--- config.mk ---
export PLATFORM = sky130hd
export DESIGN_NAME = seq_pattern_tx
export DESIGN_NICKNAME = d
export VERILOG_FILES = /design/src/rtl/seq_pkg.sv /design/src/rtl/seq1001_tracker.sv /design/src/rtl/seq_pattern_tx.sv
export SDC_FILE = /design/constraint.sdc
export NUM_CORES = 1
export LEC_CHECK = 0
export CELL_PAD_IN_SITES_DETAIL_PLACEMENT = 0
export CELL_PAD_IN_SITES_GLOBAL_PLACEMENT = 2
export CORE_ASPECT_RATIO = 0.5
export CORE_MARGIN = 2
export CORE_UTILIZATION = 34
export CTS_CLUSTER_DIAMETER = 50
export DETAILED_ROUTE_END_ITERATION = 16
export PLACE_DENSITY = 0.95
export SLEW_MARGIN = 5
export SYNTH_ARGS = -nofsm -noshare
export SYNTH_HDL_FRONTEND = slang
export SYNTH_SLANG_ARGS = --single-unit
export TNS_END_PERCENT = 30
--- constraint.sdc ---
create_clock -name clk -period 3.7 [get_ports clk]
set_clock_uncertainty 0.15 [all_clocks]
set_input_delay 0.74 -clock clk [delete_from_list [all_inputs] [get_ports clk]]
set_output_delay 0.74 -clock clk [all_outputs]
set_load 0.02 [all_outputs]
--- src/rtl/seq_pkg.sv ---
// Shared types and default widths for the serial
// pattern transmitter and its 1001 tracker.
package seq_pkg;

   localparam int DEF_DATA_W = 8;
   localparam int DEF_CNT_W  = 8;

   typedef enum logic [1:0] {
      IDLE,
      SHIFT,
      DONE
   } fsm_t;

   typedef enum logic [1:0] {
      T0,
      T1,
      T2,
      T3
   } trk_t;

endpackage

--- src/rtl/seq1001_tracker.sv ---
// Non-overlapping "1001" detector on the serial stream
// with a saturating match counter.
module seq1001_tracker
   import seq_pkg::*;
#(
   parameter int CNT_W = DEF_CNT_W
) (
   input  logic             clk,
   input  logic             reset,
   input  logic             clr,
   input  logic             bit_valid,
   input  logic             bit_in,
   output logic [CNT_W-1:0] match_cnt
);

   trk_t             trk_q, trk_d;
   logic [CNT_W-1:0] cnt_q, cnt_d;
   logic             hit;

   // tracker walk and counter update for this cycle's bit
   always_comb begin
      trk_d = trk_q;
      hit   = 1'b0;
      cnt_d = cnt_q;
      if (bit_valid) begin
         unique case (trk_q)
            T0: trk_d = bit_in ? T1 : T0;
            T1: trk_d = bit_in ? T1 : T2;
            T2: trk_d = bit_in ? T1 : T3;
            T3: begin
               trk_d = T0;
               hit   = bit_in;
            end
         endcase
      end
      if (hit && (cnt_q != '1)) begin
         cnt_d = cnt_q + CNT_W'(1);
      end
      if (clr) begin
         trk_d = T0;
         cnt_d = '0;
      end
   end

   // tracker and counter registers
   always_ff @(posedge clk or posedge reset) begin
      if (reset) begin
         trk_q <= T0;
         cnt_q <= '0;
      end else begin
         trk_q <= trk_d;
         cnt_q <= cnt_d;
      end
   end

   assign match_cnt = cnt_q;

endmodule

--- src/rtl/seq_pattern_tx.sv ---
// Repeating MSB-first pattern serializer; counts
// "1001" occurrences in the emitted stream.
module seq_pattern_tx
   import seq_pkg::*;
#(
   parameter int DATA_W = DEF_DATA_W,
   parameter int CNT_W  = DEF_CNT_W
) (
   input  logic              clk,
   input  logic              reset,
   input  logic              load_valid,
   output logic              load_ready,
   input  logic [DATA_W-1:0] load_data,
   input  logic [3:0]        load_len,
   input  logic [3:0]        load_reps,
   output logic              dout,
   output logic              dout_valid,
   output logic              done,
   output logic [CNT_W-1:0]  match_cnt
);

   localparam int IW = (DATA_W > 1) ? $clog2(DATA_W) : 1;

   fsm_t              state_q, state_d;
   logic [DATA_W-1:0] data_q, data_d;
   logic [IW-1:0]     idx_q, idx_d;
   logic [IW-1:0]     top_q, top_d;
   logic [3:0]        reps_q, reps_d;
   logic [IW-1:0]     top_w;
   logic              accept;
   logic              last_bit;

   assign accept   = (state_q == IDLE) && load_valid;
   assign last_bit = (idx_q == '0) && (reps_q == 4'd0);

   // top bit index from the requested length; 0 or
   // oversize lengths mean the full register
   always_comb begin
      if ((load_len == 4'd0) || (int'(load_len) > DATA_W)) begin
         top_w = IW'(DATA_W - 1);
      end else begin
         top_w = IW'(load_len - 4'd1);
      end
   end

   // state register
   always_ff @(posedge clk or posedge reset) begin
      if (reset) begin
         state_q <= IDLE;
      end else begin
         state_q <= state_d;
      end
   end

   // next-state logic
   always_comb begin
      state_d = state_q;
      unique case (state_q)
         IDLE:  if (accept) state_d = SHIFT;
         SHIFT: if (last_bit) state_d = DONE;
         DONE:  state_d = IDLE;
         default: state_d = IDLE;
      endcase
   end

   // outputs decoded from state
   always_comb begin
      load_ready = (state_q == IDLE);
      dout_valid = (state_q == SHIFT);
      dout       = (state_q == SHIFT) ? data_q[idx_q] : 1'b0;
      done       = (state_q == DONE);
   end

   // bit index wraps to the top on each repetition
   always_comb begin
      data_d = data_q;
      idx_d  = idx_q;
      top_d  = top_q;
      reps_d = reps_q;
      if (accept) begin
         data_d = load_data;
         idx_d  = top_w;
         top_d  = top_w;
         reps_d = load_reps;
      end else if ((state_q == SHIFT) && !last_bit) begin
         if (idx_q == '0) begin
            idx_d  = top_q;
            reps_d = reps_q - 4'd1;
         end else begin
            idx_d = idx_q - IW'(1);
         end
      end
   end

   // job datapath registers
   always_ff @(posedge clk or posedge reset) begin
      if (reset) begin
         data_q <= '0;
         idx_q  <= '0;
         top_q  <= '0;
         reps_q <= '0;
      end else begin
         data_q <= data_d;
         idx_q  <= idx_d;
         top_q  <= top_d;
         reps_q <= reps_d;
      end
   end

   seq1001_tracker #(
      .CNT_W(CNT_W)
   ) u_trk (
      .clk      (clk),
      .reset    (reset),
      .clr      (accept),
      .bit_valid(dout_valid),
      .bit_in   (dout),
      .match_cnt(match_cnt)
   );

endmodule

==> run metrics, run 1 <==
outcome=completed; Final Routed Wirelength=roughly 3300 um; 1st-iter DRT viols=63; final core utilization=0.468; critical path required time=around 2.8 ns; fraction of layout cells with a size suffix above 1=0.0986; PD cells=around 730 mW/mm^2; final hold violations=0; Final Max Slew Viols=0; CTS max path bufs=2; RSZ-0062 raised after global routing=no; top post-synthesis cells by area=dfrtp_1 (45%), nand2_1 (8.4%), ha_1 (4.5%); worst r2r path cells=7; CTS Buf Count=5; sequential fraction of the synthesis area=0.452; ANT nets after route=0; Overflow after GRT=0; Die Wd=just over 100 um; Peak VDD IR=between 0.15 and 0.2 mV; Syn Area/Cell=between 9 and 10 um^2; final RePlAce weighted congestion=between 0.7 and 0.8; via count=about 1300; DRT Pass-1 Iters=4; Max Used Layer=met4; # setup viols final=0; reg2reg start=reps_q[0]; Startpoint Class=flop; die height=approximately 53 um; hold buffer count at cts=0; Yosys warning count=0; row cnt=17; DRC Markers=0; met2 routed WL=1500 um; minimum clock period=slightly above 3 ns; Post-synth EDFFs=0; hold path depth=2; slowest cell on the critical path=clkdlybuf4s50_1; CTS sink cnt=30; worst r2r dst=idx_q[0]; vias per cell=4.72; first-pass GRT wire length=5600 um; clock-pin slew on the worst setup and hold paths=approximately 0.07 ns; Syn Std Cell Area=0.00166 mm^2; worst hold slack=0.332 ns; initial antenna violation count=0; Synth top cells by count=nand2_1 (37), dfrtp_1 (30), inv_1 (14), nor2_1 (11); Worst Hold Class=reg -> reg; Layout area overhead=28.5%; DP Wirelength=between 2000 and 2500 um; metal3 WL=~150 um; Crit. Startpoint=idx_q[0]; max cap viols=0; met1 WL=1650 um; I/O pins=31; drt wl/cell=~12 um; Mapped Nets=slightly above 200; Seq cells post-synth=30; Crit. End Element=primary output; crit path cell chain=mux2_4 -> or3_4 -> and3_2 -> clkdlybuf4s50_1; Setup Buffers After CTS=0; Slew HR=0.578; worst slew pin tran=~0.63 ns; fmax=324 MHz; share of the synthesized area in the top cell type=0.452; Initial Util=0.364; vias in the first global route=around 1300; post-CTS sizing=0; reg-to-reg setup timing slack=around 1.6 ns; Die ar.=between 0.005 and 0.006 mm^2; critical path arrival=2.20 ns; Final nets=approximately 240; count leader, synth=nand2_1; Pwr Total=around 0.0016 W; largest area contributor in the synthesized netlist=dfrtp_1; gr usage total=0.139; Port Buffers=30; CP peak stage delay=0.54 ns; final setup TNS=0 ns; ys async rst share=1.00; CTS root buffer=clkbuf_8; crit path max fanout=7; synthesized instance count=around 180; kind of critical path=reg -> out; Yosys cell types=slightly above 40; core area=0.00455 mm^2; CP Capture Point=dout; later-pin clock latency in the skew report=between 0.2 and 0.3 ns; Diodes inserted=0; ys flop type=dfrtp_1; Pleak=between 0.9 and 1 nW; CTS tree=yes; largest net degree at the start of global routing=31; H-tree depth=2; period utilization=0.835
==> flip-flops by register name, indices dropped and copies added, names as in the netlist <==
register,count
u_trk.trk_q,2
idx_q,3
u_trk.match_cnt,8
reps_q,4
top_q,3
state_q,2
data_q,8
==> cells in the final DEF, fill, tap and decap left out, types with 2 or more instances in the layout <==
cell type        instances
a21oi_1                 10
clkdlybuf4s50_1         30
o211ai_1                 3
buf_4                    3
o21ai_1                  3
inv_1                   14
clkbuf_8                 8
nand2_1                 37
nor2_1                  11
o21ai_0                 10
or3_1                    4
mux2i_1                  3
nand3_1                  6
xnor2_1                  5
o31ai_1                  2
nor2b_1                  3
dfrtp_1                 30
ha_1                     6
mux2_4                   2
nand2b_1                 2
==> metrics by stage <==
| step | cell area, um^2 | worst slack, ns | std cells |
|---|---|---|---|
| finish | 2130 | 0.610 | 279 |
| global route | 2130 | 0.524 | 279 |
| CTS | 2130 | 0.586 | 279 |
| detailed placement | 2020 | 0.910 | 271 |
| global placement | 2020 | 0.927 | 271 |
| floorplan | 1660 | 1.47 | 179 |
==> power breakdown <==
part           total, W  internal, W  leakage, nW  switching (W)
clock network  0.000311     0.000188       0.0575       0.000123
logic          0.000677     0.000334        0.498       0.000343
registers      0.000575     0.000458        0.375       0.000117
total           0.00156     0.000979        0.930       0.000584
==> cell families (layout without fill, tap and decap cells) <==
family                     Yosys count  count (layout)  share of synthesized area
buffers and inverters               21              55                     0.0573
muxes                                5               5                     0.0362
AOI/OAI and AO/OA                   37              37                      0.152
DFF                                 30              30                      0.452
xor gates and xnor gates             6               6                     0.0317
and+or+nand+nor                     74              74                      0.225
adders and majority gates            6               6                     0.0452
==> per-layer routing <==
| metal | global-route usage | vias to the layer above |
|---|---|---|
| met3 | 0.0436 | 5 |
| met2 | 0.227 | 25 |
| met4 | 0.0592 | 0 |
| li1 | - | 675 |
| met5 | 0 | - |
| met1 | 0.171 | 613 |
==> layout make-up <==
cell class,instances,area (um^2)
fillers,459,2420
clock buffers,8,110
well taps,66,82.6
inverters,14,52.6
repair buffers,33,323
multi-input cells,128,813
flip-flops and latches,30,751
==> worst max-delay path: cells and delay by family, from the launching register on <==
kind	cells	cell delay, ns
muxes	1	0.33
DFF	1	0.51
and+or+nand+nor	2	0.55
buffers and inverters	1	0.54
==> how the worst min path moves through the flow <==
stage          slack, ns   endpoint  startpoint
2_1_floorplan       0.29  data_q[0]   data_q[0]
3_3_place_gp        0.31   top_q[0]    top_q[0]
3_5_place_dp        0.32   top_q[0]    top_q[0]
4_1_cts             0.34   top_q[0]    top_q[0]
5_1_grt             0.34   top_q[0]    top_q[0]
6_report            0.33  data_q[4]   data_q[4]
No activity file was read; power rests on OpenSTA's default activity.
==> inputs of run 2 (changes only) <==
--- a/config.mk
+++ b/config.mk
@@ -9,10 +9,10 @@
 export CELL_PAD_IN_SITES_GLOBAL_PLACEMENT = 2
 export CORE_ASPECT_RATIO = 0.5
 export CORE_MARGIN = 2
-export CORE_UTILIZATION = 34
+export CORE_UTILIZATION = 28
 export CTS_CLUSTER_DIAMETER = 50
 export DETAILED_ROUTE_END_ITERATION = 16
-export PLACE_DENSITY = 0.95
+export PLACE_DENSITY = 0.86
 export SLEW_MARGIN = 5
 export SYNTH_ARGS = -nofsm -noshare
 export SYNTH_HDL_FRONTEND = slang
==> constraint.sdc (replaced) <==
create_clock -name clk -period 2.6 [get_ports clk]
set_clock_uncertainty 0.15 [all_clocks]
set_input_delay 0.52 -clock clk [delete_from_list [all_inputs] [get_ports clk]]
set_output_delay 0.52 -clock clk [all_outputs]
set_load 0.02 [all_outputs]
==> run 2 against run 1 <==
The flow now finishes with violations (DRC). Sequential share of layout area shrank 1.4 points. Clock power grew 100%. Core utilization shrank 7.3 points. Worst hold slack lost 0.011 ns. Die area grew 20%. Global-route usage shrank 1.9 points. Critical path depth is the same. Critical path type unchanged.
==> run metrics, run 2 (same netlist as run 1, synthesis figures left out) <==
outcome=finished, violations left (was completed); violated checks=DRC; Final Routed Wirelength=3520 um (was 3330 um); max cap viols=0 (unchanged); row cnt=19 (was 17); critical path required time=1.93 ns (was 2.81 ns); Die ar.=0.00659 mm^2 (was 0.00549 mm^2); final hold violations=0 (unchanged); vias in the first global route=1310 (was 1257); I/O pins=31 (unchanged); Max Used Layer=met4 (unchanged); Crit. End Element=primary output (unchanged); Diodes inserted=0 (unchanged); Die Wd=113 um (was 103 um); vias per cell=4.62 (was 4.72); Worst Hold Class=reg -> reg (unchanged); minimum clock period=2.52 ns; gr usage total=0.119 (was 0.139); worst r2r path cells=7 (unchanged); Peak VDD IR=0.349 mV (was 0.190 mV); commonest non-fill, non-tap cell in the layout=nand2_1 (unchanged); Final nets=240 (was 237); core area=0.00561 mm^2 (was 0.00455 mm^2); ANT nets after route=0 (unchanged); clock-pin slew on the worst setup and hold paths=0.05 ns (was 0.07 ns); CTS tree=yes (unchanged); CTS root buffer=clkbuf_16 (was clkbuf_8); slowest cell on the critical path=dfrtp_2 (was clkdlybuf4s50_1); Crit. Startpoint=idx_q[0] (unchanged); Layout area overhead=33.9% (was 28.5%); PD cells=1090 mW/mm^2 (was 733 mW/mm^2); Port Buffers=30 (unchanged); hold buffer count at cts=0 (unchanged); H-tree depth=2 (unchanged); CTS sink cnt=30 (unchanged); most frequent cells in the layout=nand2_1 (37), dfrtp_1 (29), clkdlybuf4s50_1 (29) (was nand2_1 (37), dfrtp_1 (30), clkdlybuf4s50_1 (30)); reg-to-reg setup timing slack=0.46 ns (was 1.62 ns); DRC Markers=2 (was 0); Pwr Total=0.00242 W (was 0.00156 W); Setup Buffers After CTS=0 (unchanged); initial antenna violation count=0 (unchanged); CP peak stage delay=0.44 ns (was 0.54 ns); Initial Util=0.296 (was 0.364); final RePlAce weighted congestion=0.748 (was 0.744); largest net degree at the start of global routing=31 (unchanged); via count=1335 (was 1318); 1st-iter DRT viols=52 (was 63); worst r2r dst=idx_q[0] (unchanged); DP Wirelength=2590 um (was 2450 um); crit path max fanout=4 (was 7); Slew HR=0.744 (was 0.578); worst slew pin tran=0.384 ns (was 0.633 ns); Pleak=0.971 nW (was 0.930 nW); critical path arrival=1.85 ns (was 2.20 ns); Final Max Slew Viols=0 (unchanged); Overflow after GRT=0 (unchanged); CTS max path bufs=2 (unchanged); metal3 WL=169 um (was 152 um); RSZ-0062 raised after global routing=no (unchanged); # setup viols final=0 (unchanged); met2 routed WL=1560 um (was 1500 um); die height=58.4 um (was 53.4 um); Fill cells=554 (was 459); kind of critical path=reg -> out (unchanged); DRT Pass-1 Iters=10 (was 4); later-pin clock latency in the skew report=0.27 ns (was 0.28 ns); fraction of layout cells with a size suffix above 1=0.116 (was 0.0986); drt wl/cell=12.2 um (was 11.9 um); first-pass GRT wire length=6040 um (was 5600 um); period utilization=0.968; crit path cell chain=mux2_4 -> or3_4 -> and3_2 -> clkdlybuf4s15_1 (was mux2_4 -> or3_4 -> and3_2 -> clkdlybuf4s50_1); CP Capture Point=dout (unchanged); met1 WL=1730 um (was 1650 um); fmax=between 300 and 400 MHz; Startpoint Class=flop (unchanged); reg2reg start=reps_q[0] (unchanged); final setup TNS=0 ns (unchanged); CTS Buf Count=5 (unchanged)
-- run 2: how the worst min path moves through the flow --
stage	startpoint	to	cells after the start
finish	data_q[2]	data_q[2]	2
global route	data_q[5]	data_q[5]	2
CTS	data_q[2]	data_q[2]	2
detailed placement	data_q[2]	data_q[2]	2
global placement	top_q[0]	top_q[0]	2
floorplan	data_q[0]	data_q[0]	2
-- run 2: per-stage QoR --
stage	hold WS, ns	instance area [um^2]	setup slack, ns	util	cells
3_5_place_dp	0.315	2050	0.101	0.366	281
3_3_place_gp	0.314	2050	0.120	0.366	281
5_1_grt	0.347	2220	0.0207	0.396	289
4_1_cts	0.324	2220	0.0258	0.395	289
6_report	0.322	2220	0.0822	0.396	289
2_1_floorplan	0.295	1660	0.591	-	179
-- run 2: report_power, final --
group          internal [W]  switching [W]  leakage (nW)  total, W
clock              0.000432       0.000192        0.0832  0.000625
combinational      0.000485       0.000510         0.514  0.000994
sequential         0.000654       0.000152         0.374  0.000806
total               0.00157       0.000853         0.971   0.00242
-- run 2: area by class of cell --
class,instances,area (um^2),share of cell area
repair buffers,36,345,0.155
well taps,73,91.3,0.0411
inverters,14,52.6,0.0237
flip-flops and latches,30,752,0.339
multi-input cells,128,813,0.366
clock buffers,8,166,0.0749
-- run 2: per-layer routing --
metal  global-route usage  up-vias
met1                0.145      626
met3               0.0360        5
li1                     -      684
met2                0.199       20
met5                    0        -
met4               0.0575        0
-- run 2: timing repair --
item / in CTS / in global routing
setup endpoints to repair: 1 / 1
gates resized for setup: 1 / 2
gates cloned: 0 / 0
-- run 2: critical path: cells and delay by family, from the launching register on --
kind                   cells  cell delay [ns]
buffers and inverters      1             0.29
flip-flops                 1             0.44
multiplexers               1             0.30
AND/OR/NAND/NOR            2             0.55
